<file path="config.mk">
export PLATFORM = sky130hd
export DESIGN_NAME = lfsr_keystream
export DESIGN_NICKNAME = d
export VERILOG_FILES = /design/src/rtl/lfsr_keystream.sv
export SDC_FILE = /design/constraint.sdc
export NUM_CORES = 1
export LEC_CHECK = 0
export ABC_CLOCK_PERIOD_IN_PS = 2750
export BUFFER_PORTS_ARGS = -buffer_cell sky130_fd_sc_hd__buf_4
export CORE_AREA = 5 5 98 136
export DETAILED_ROUTE_END_ITERATION = 8
export DIE_AREA = 0 0 103 141
export GPL_TIMING_DRIVEN = 0
export PLACE_DENSITY = 0.5
export SETUP_SLACK_MARGIN = 0.05
export SYNTH_ARGS = -nofsm -noshare
export SYNTH_HDL_FRONTEND = slang
export SYNTH_SLANG_ARGS = --single-unit
</file>
<file path="constraint.sdc">
create_clock -name clk -period 2.75 [get_ports clk]
set_clock_uncertainty 0.15 [all_clocks]
set_input_delay 0 -clock clk [delete_from_list [all_inputs] [get_ports clk]]
set_output_delay 0 -clock clk [all_outputs]
set_load 0.03 [all_outputs]
</file>
<file path="src/rtl/lfsr_keystream.sv">
// lfsr_keystream
// Fibonacci LFSR keystream generator for the encrypt/decrypt datapath.
// A seed load is followed by an optional warm-up phase that discards steps.
// Keystream symbols are then offered to the cipher XOR stage on a valid/ready
// handshake. An all-zero register is trapped in LOCK with a sticky error flag.
//
// Optional build macro: LFSR_TAPLOAD_EN
//   Adds the ldTaps/tapVal ports and a runtime tap register that resets to TAPS.
//   When the macro is undefined, the feedback uses the constant TAPS.
//
// Ports:
//   clk      system clock; all state updates on the rising edge
//   rst      asynchronous, active-high reset
//   ldLFSR   load seed; highest priority
//   ldVal    seed value
//   warmLen  number of discarded steps after a load, sampled with ldLFSR
//   ksReady  consumer accepts ksByte this cycle
//   ldTaps   (LFSR_TAPLOAD_EN only) load the tap register from tapVal
//   tapVal   (LFSR_TAPLOAD_EN only) new tap mask
//   ksValid  ksByte is valid (RUN state and non-zero register)
//   ksByte   keystream symbol, decoded from the LFSR register
//   lfsrVal  current LFSR register
//   ksCount  symbols accepted since the last load (wraps)
//   lockErr  sticky flag: the register was all-zero in WARM or RUN
//   busy     high during warm-up
//
// WIDTH must be a multiple of BYTE_W and at least 2*BYTE_W.

module lfsr_keystream #(
    parameter int unsigned       WIDTH  = 32,
    parameter int unsigned       BYTE_W = 8,
    parameter logic [WIDTH-1:0]  TAPS   = WIDTH'(32'h40001064),
    parameter int unsigned       WARM_W = 8,
    parameter int unsigned       CNT_W  = 16
) (
    input  logic              clk,
    input  logic              rst,
    input  logic              ldLFSR,
    input  logic [WIDTH-1:0]  ldVal,
    input  logic [WARM_W-1:0] warmLen,
    input  logic              ksReady,
`ifdef LFSR_TAPLOAD_EN
    input  logic              ldTaps,
    input  logic [WIDTH-1:0]  tapVal,
`endif
    output logic              ksValid,
    output logic [BYTE_W-1:0] ksByte,
    output logic [WIDTH-1:0]  lfsrVal,
    output logic [CNT_W-1:0]  ksCount,
    output logic              lockErr,
    output logic              busy
);

    localparam int unsigned NSLICE = WIDTH / BYTE_W;

    typedef enum logic [1:0] {
        IDLE = 2'd0,
        WARM = 2'd1,
        RUN  = 2'd2,
        LOCK = 2'd3
    } state_t;

    state_t             state, state_nxt;
    logic [WIDTH-1:0]   lfsr, lfsr_nxt;
    logic [WIDTH-1:0]   lfsr_step;
    logic [WIDTH-1:0]   taps_cur;
    logic [WARM_W-1:0]  warm_cnt, warm_cnt_nxt;
    logic [CNT_W-1:0]   ks_count, ks_count_nxt;
    logic               lock_err, lock_err_nxt;
    logic               fb_bit;
    logic               lfsr_zero;
    logic               ks_valid_c;
    logic [BYTE_W-1:0]  ks_byte_c;

    // Feedback tap source: runtime register or build-time constant
`ifdef LFSR_TAPLOAD_EN
    logic [WIDTH-1:0] tap_reg;

    always_ff @(posedge clk or posedge rst) begin
        if (rst) begin
            tap_reg <= TAPS;
        end else if (ldTaps) begin
            tap_reg <= tapVal;
        end
    end

    assign taps_cur = tap_reg;
`else
    assign taps_cur = TAPS;
`endif

    // One Fibonacci step: shift left, feedback enters at bit 0
    assign fb_bit    = ^(lfsr & taps_cur);
    assign lfsr_step = {lfsr[WIDTH-2:0], fb_bit};
    assign lfsr_zero = (lfsr == '0);

    // Symbol decode: XOR of all slices, with the top slice MSB forced to 1.
    // Replacing that bit before the XOR is the same as flipping the result
    // MSB by the inverse of the original bit.
    always_comb begin
        ks_byte_c = '0;
        for (int unsigned i = 0; i < NSLICE; i++) begin
            ks_byte_c = ks_byte_c ^ lfsr[i*BYTE_W +: BYTE_W];
        end
        ks_byte_c[BYTE_W-1] = ks_byte_c[BYTE_W-1] ^ ~lfsr[WIDTH-1];
    end

    assign ks_valid_c = (state == RUN) && !lfsr_zero;

    // State and datapath registers
    always_ff @(posedge clk or posedge rst) begin
        if (rst) begin
            state    <= IDLE;
            lfsr     <= '0;
            warm_cnt <= '0;
            ks_count <= '0;
            lock_err <= 1'b0;
        end else begin
            state    <= state_nxt;
            lfsr     <= lfsr_nxt;
            warm_cnt <= warm_cnt_nxt;
            ks_count <= ks_count_nxt;
            lock_err <= lock_err_nxt;
        end
    end

    // Next-state and datapath update; a seed load overrides everything else
    always_comb begin
        state_nxt    = state;
        lfsr_nxt     = lfsr;
        warm_cnt_nxt = warm_cnt;
        ks_count_nxt = ks_count;
        lock_err_nxt = lock_err;

        if (ldLFSR) begin
            lfsr_nxt     = ldVal;
            ks_count_nxt = '0;
            lock_err_nxt = 1'b0;
            warm_cnt_nxt = warmLen;
            state_nxt    = (warmLen != '0) ? WARM : RUN;
        end else begin
            case (state)
                IDLE: begin
                end
                WARM: begin
                    if (lfsr_zero) begin
                        state_nxt    = LOCK;
                        lock_err_nxt = 1'b1;
                    end else begin
                        lfsr_nxt     = lfsr_step;
                        warm_cnt_nxt = warm_cnt - WARM_W'(1);
                        // Last discarded step; <= also guards a zero count
                        if (warm_cnt <= WARM_W'(1)) begin
                            state_nxt = RUN;
                        end
                    end
                end
                RUN: begin
                    if (lfsr_zero) begin
                        state_nxt    = LOCK;
                        lock_err_nxt = 1'b1;
                    end else if (ksReady) begin
                        lfsr_nxt     = lfsr_step;
                        ks_count_nxt = ks_count + CNT_W'(1);
                    end
                end
                LOCK: begin
                end
                default: begin
                    state_nxt = IDLE;
                end
            endcase
        end
    end

    assign ksValid = ks_valid_c;
    assign ksByte  = ks_byte_c;
    assign lfsrVal = lfsr;
    assign ksCount = ks_count;
    assign lockErr = lock_err;
    assign busy    = (state == WARM);

endmodule

</file>
==> summary.md <==
| Metric | Value |
|---|---|
| RSZ-0062 raised after global routing | no |
| Switching Fraction | 0.382 |
| Clock sinks | 59 |
| Slew Limit Fails | 0 |
| Largest net degree at the start of global routing | 34 |
| I/O Buffers | a little over 100 |
| Die X | around 100 um |
| Worst-path maximum fanout | 10 |
| Outcome | complete, no violations |
| Vias | 2989 |
| Worst setup SP type | flop |
| Core area | 12100 um^2 |
| P_sw | 1.43 mW |
| Post-DP HPWL | 7870 um |
| # Max-Cap Violations | 0 |
| Avg Synthesized Cell Area | 11.0 um^2 |
| Grt ovf | 0 |
| Root Driver | clkbuf_16 |
| Tot GR Track Use | 0.149 |
| Setup TNS | 0 ns |
| Primary FF master, synth | dfrtp_1 |
| Drt first-iter violations | 51 |
| Synthesized area | 3390 um^2 |
| P_leak | around 2.2 nW |
| Nets | 515 |
| Slew headroom | 0.599 |
| Vias in the first global route | 3206 |
| Worst skew pair latency | between 0.3 and 0.4 ns |
| Vias per cell | 4.82 |
| Comb pwr share | 0.408 |
| Post-synth EDFFs | 0 |
| FFs w/ async S/R, synth | 1.00 |
| Total CTS buffers | 9 |
| Wire per inst | 16.8 um |
| PostCTS Resize Cnt | 0 |
| Starting density of the core | 0.279 |
| Total Power | 3.74 mW |
| Clk pin slew, worst setup/hold paths | ~0.05 ns |
| Peak Freq | a little under 0.4 GHz |
| Post-synthesis sequential area ratio | 0.435 |
| DRC Markers | 0 |
| Router iterations before antenna repair | 4 |
| Row count | 48 |
| Max Root-Sink Buffers | 2 |
| Max VDD drop | 0.000341 V |
| Cell area after layout | 5050 um^2 |
| Time the worst path needs with I/O delays and setup | roughly 2.5 ns |
| Area leader, netlist | dfrtp_1 |
| Area contributors post-synth | dfrtp_1 44%, mux2_2 20%, xor2_1 5.4% |
| Post-Syn Instances | 309 |
| Share of the synthesized area in the top cell type | 0.435 |
| Final Hold Vio Count | 0 |
| WHS Path Cells | 3 |
| Number of synthesized register bits | 59 |
| Fill count | 1214 |
| Fin crit share | 0.919 |
| Die Span Y | 141 um |
| P per Cell Area | 741 nW/um^2 |
| Clock power frac | 0.267 |
| Area grow syn2layout | 49.0% |
| Antenna violations before repair | 0 |
| Critical path class | flop to flop |
| R2r worst-path depth | 6 |
| GP Congestion | 0.799 |
| Fraction of layout cells with a size suffix above 1 | 0.398 |
| Global-route wire length before repair | 16700 um |
| Final wirelength | 10400 um |
| Worst EP arrival | 2.58 ns |
| Post-synth cell types | 33 |
| H-tree depth | 3 |
| CTS tree | done |
| List of most frequent post-synthesis cells | 60 x mux2_2, 59 x dfrtp_1, 22 x nor2_1, 21 x xor2_1, 19 x xnor2_1 |
| Top-count cell post-synth | mux2_2 |
| # setup viols final | 0 |
| Internal | 2.31 mW |
| Element type at the critical path end | flop |
| Syn nets | between 300 and 400 |
| Sequential cell fraction of total power | 0.325 |
| Ant diodes | 0 |
| # IOs | 103 |
| Synth warn | 0 |
| Die area | between 10000 and 15000 um^2 |
| Worst-Margin Slew | 0.601 ns |
| Crit path required time | 2.80 ns |
| Dpl cell area | 4360 um^2 |
| HP Class | primary input to flop |
| Antenna viol nets, final | 0 |
==> final timing paths <==
check	start	endpoint	slack [ns]
max reg2reg	lfsrVal[2]$_DFFE_PP0P_	lfsrVal[26]$_DFFE_PP0P_	0.22
min reg2reg	lockErr$_DFFE_PP0P_	lockErr$_DFFE_PP0P_	0.38
max in group asynchronous	rst	warm_cnt[0]$_DFFE_PP0P_	1.70
max	lfsrVal[2]$_DFFE_PP0P_	lfsrVal[26]$_DFFE_PP0P_	0.22
min	ldLFSR	lfsrVal[16]$_DFFE_PP0P_	0.12
min in group asynchronous	rst	lfsrVal[15]$_DFFE_PP0P_	0.16
==> cell families (layout without fill, tap and decap cells) <==
kind of cell             Yosys count  count (layout)  share of synthesized area
AO/OA/AOI/OAI                     40              40                     0.0816
multiplexers                      65              65                      0.215
flip-flops                        59              59                      0.435
adder cells (fa/ha/maj)            5               5                     0.0185
XOR/XNOR                          40              40                      0.103
buffers and inverters             23             184                     0.0288
AND/OR/NAND/NOR                   77              77                      0.117
==> worst max-delay path, cell delays in order, from the launching register on <==
cell,delay (ns)
dfrtp_1,0.45
nor4_1,0.47
nand4_2,0.37
nor2_1,0.27
o21ai_2,0.15
buf_4,0.23
mux2_1,0.31
==> power by group through the flow <==
| stage | logic, mW | registers [mW] | clock network, mW |
|---|---|---|---|
| global placement | 1.49 | 1.24 | 0 |
| global route | 1.64 | 1.25 | 1.07 |
| detailed placement | 1.50 | 1.24 | 0 |
| floorplan | 0.743 | 1.39 | 0 |
| finish | 1.53 | 1.22 | 1.00 |
| CTS | 1.55 | 1.23 | 1.04 |
==> registers in the layout, summed over array words and instances, names as in the netlist <==
| name | flops |
|---|---|
| state | 2 |
| ksCount | 16 |
| lockErr | 1 |
| warm_cnt | 8 |
| lfsrVal | 32 |
==> area by class of cell <==
type / instances / area (um^2) / share of cell area
inverters: 9 / 33.8 / 0.00669
well taps: 150 / 188 / 0.0372
plain buffers: 14 / 63.8 / 0.0126
clock inverters: 3 / 15.0 / 0.00297
repair buffers: 146 / 1210 / 0.240
flip-flops and latches: 59 / 1480 / 0.292
clock buffers: 12 / 246 / 0.0488
multi-input cells: 227 / 1820 / 0.360
==> through the flow <==
stage	instances	worst slack (ns)	util	hold slack, ns
finish	620	0.223	0.416	0.124
CTS	617	0.173	0.415	0.149
floorplan	309	0.558	-	-0.0301
detailed placement	561	0.196	0.359	-0.0277
global placement	560	0.205	0.357	0.0675
global route	620	0.0670	0.416	0.164
==> routing by layer <==
layer  track usage  vias to the layer above  wire length, um  part of all wire
li1              -                     1433                -                 -
met1         0.174                     1464             4110              0.39
met2         0.262                       85             5640              0.54
met3        0.0356                        7              557             0.053
met4        0.0464                        0              124             0.012
met5             0                        -                0                 0
==> layout by cell type, fill, tap and decap left out, drive strengths merged, types with 4 or more instances in the layout <==
cell	instances
buf	108
mux2	64
dfrtp	59
dlygate4sd3	41
clkbuf	23
nor2	22
xor2	21
xnor2	19
o21ai	14
nand2	11
o2111ai	9
inv	9
nor4	8
o211ai	8
nand3	7
nand4	6
nor3	5
or4	5
ha	5
a21oi	4
==> repair_timing <==
item                                    CTS  global route
hold buffers                             41             0
endpoints found under the setup margin    0            30
endpoints found under the hold margin    68             0
setup buffers                             0             3
No activity file was read; power rests on OpenSTA's default activity.
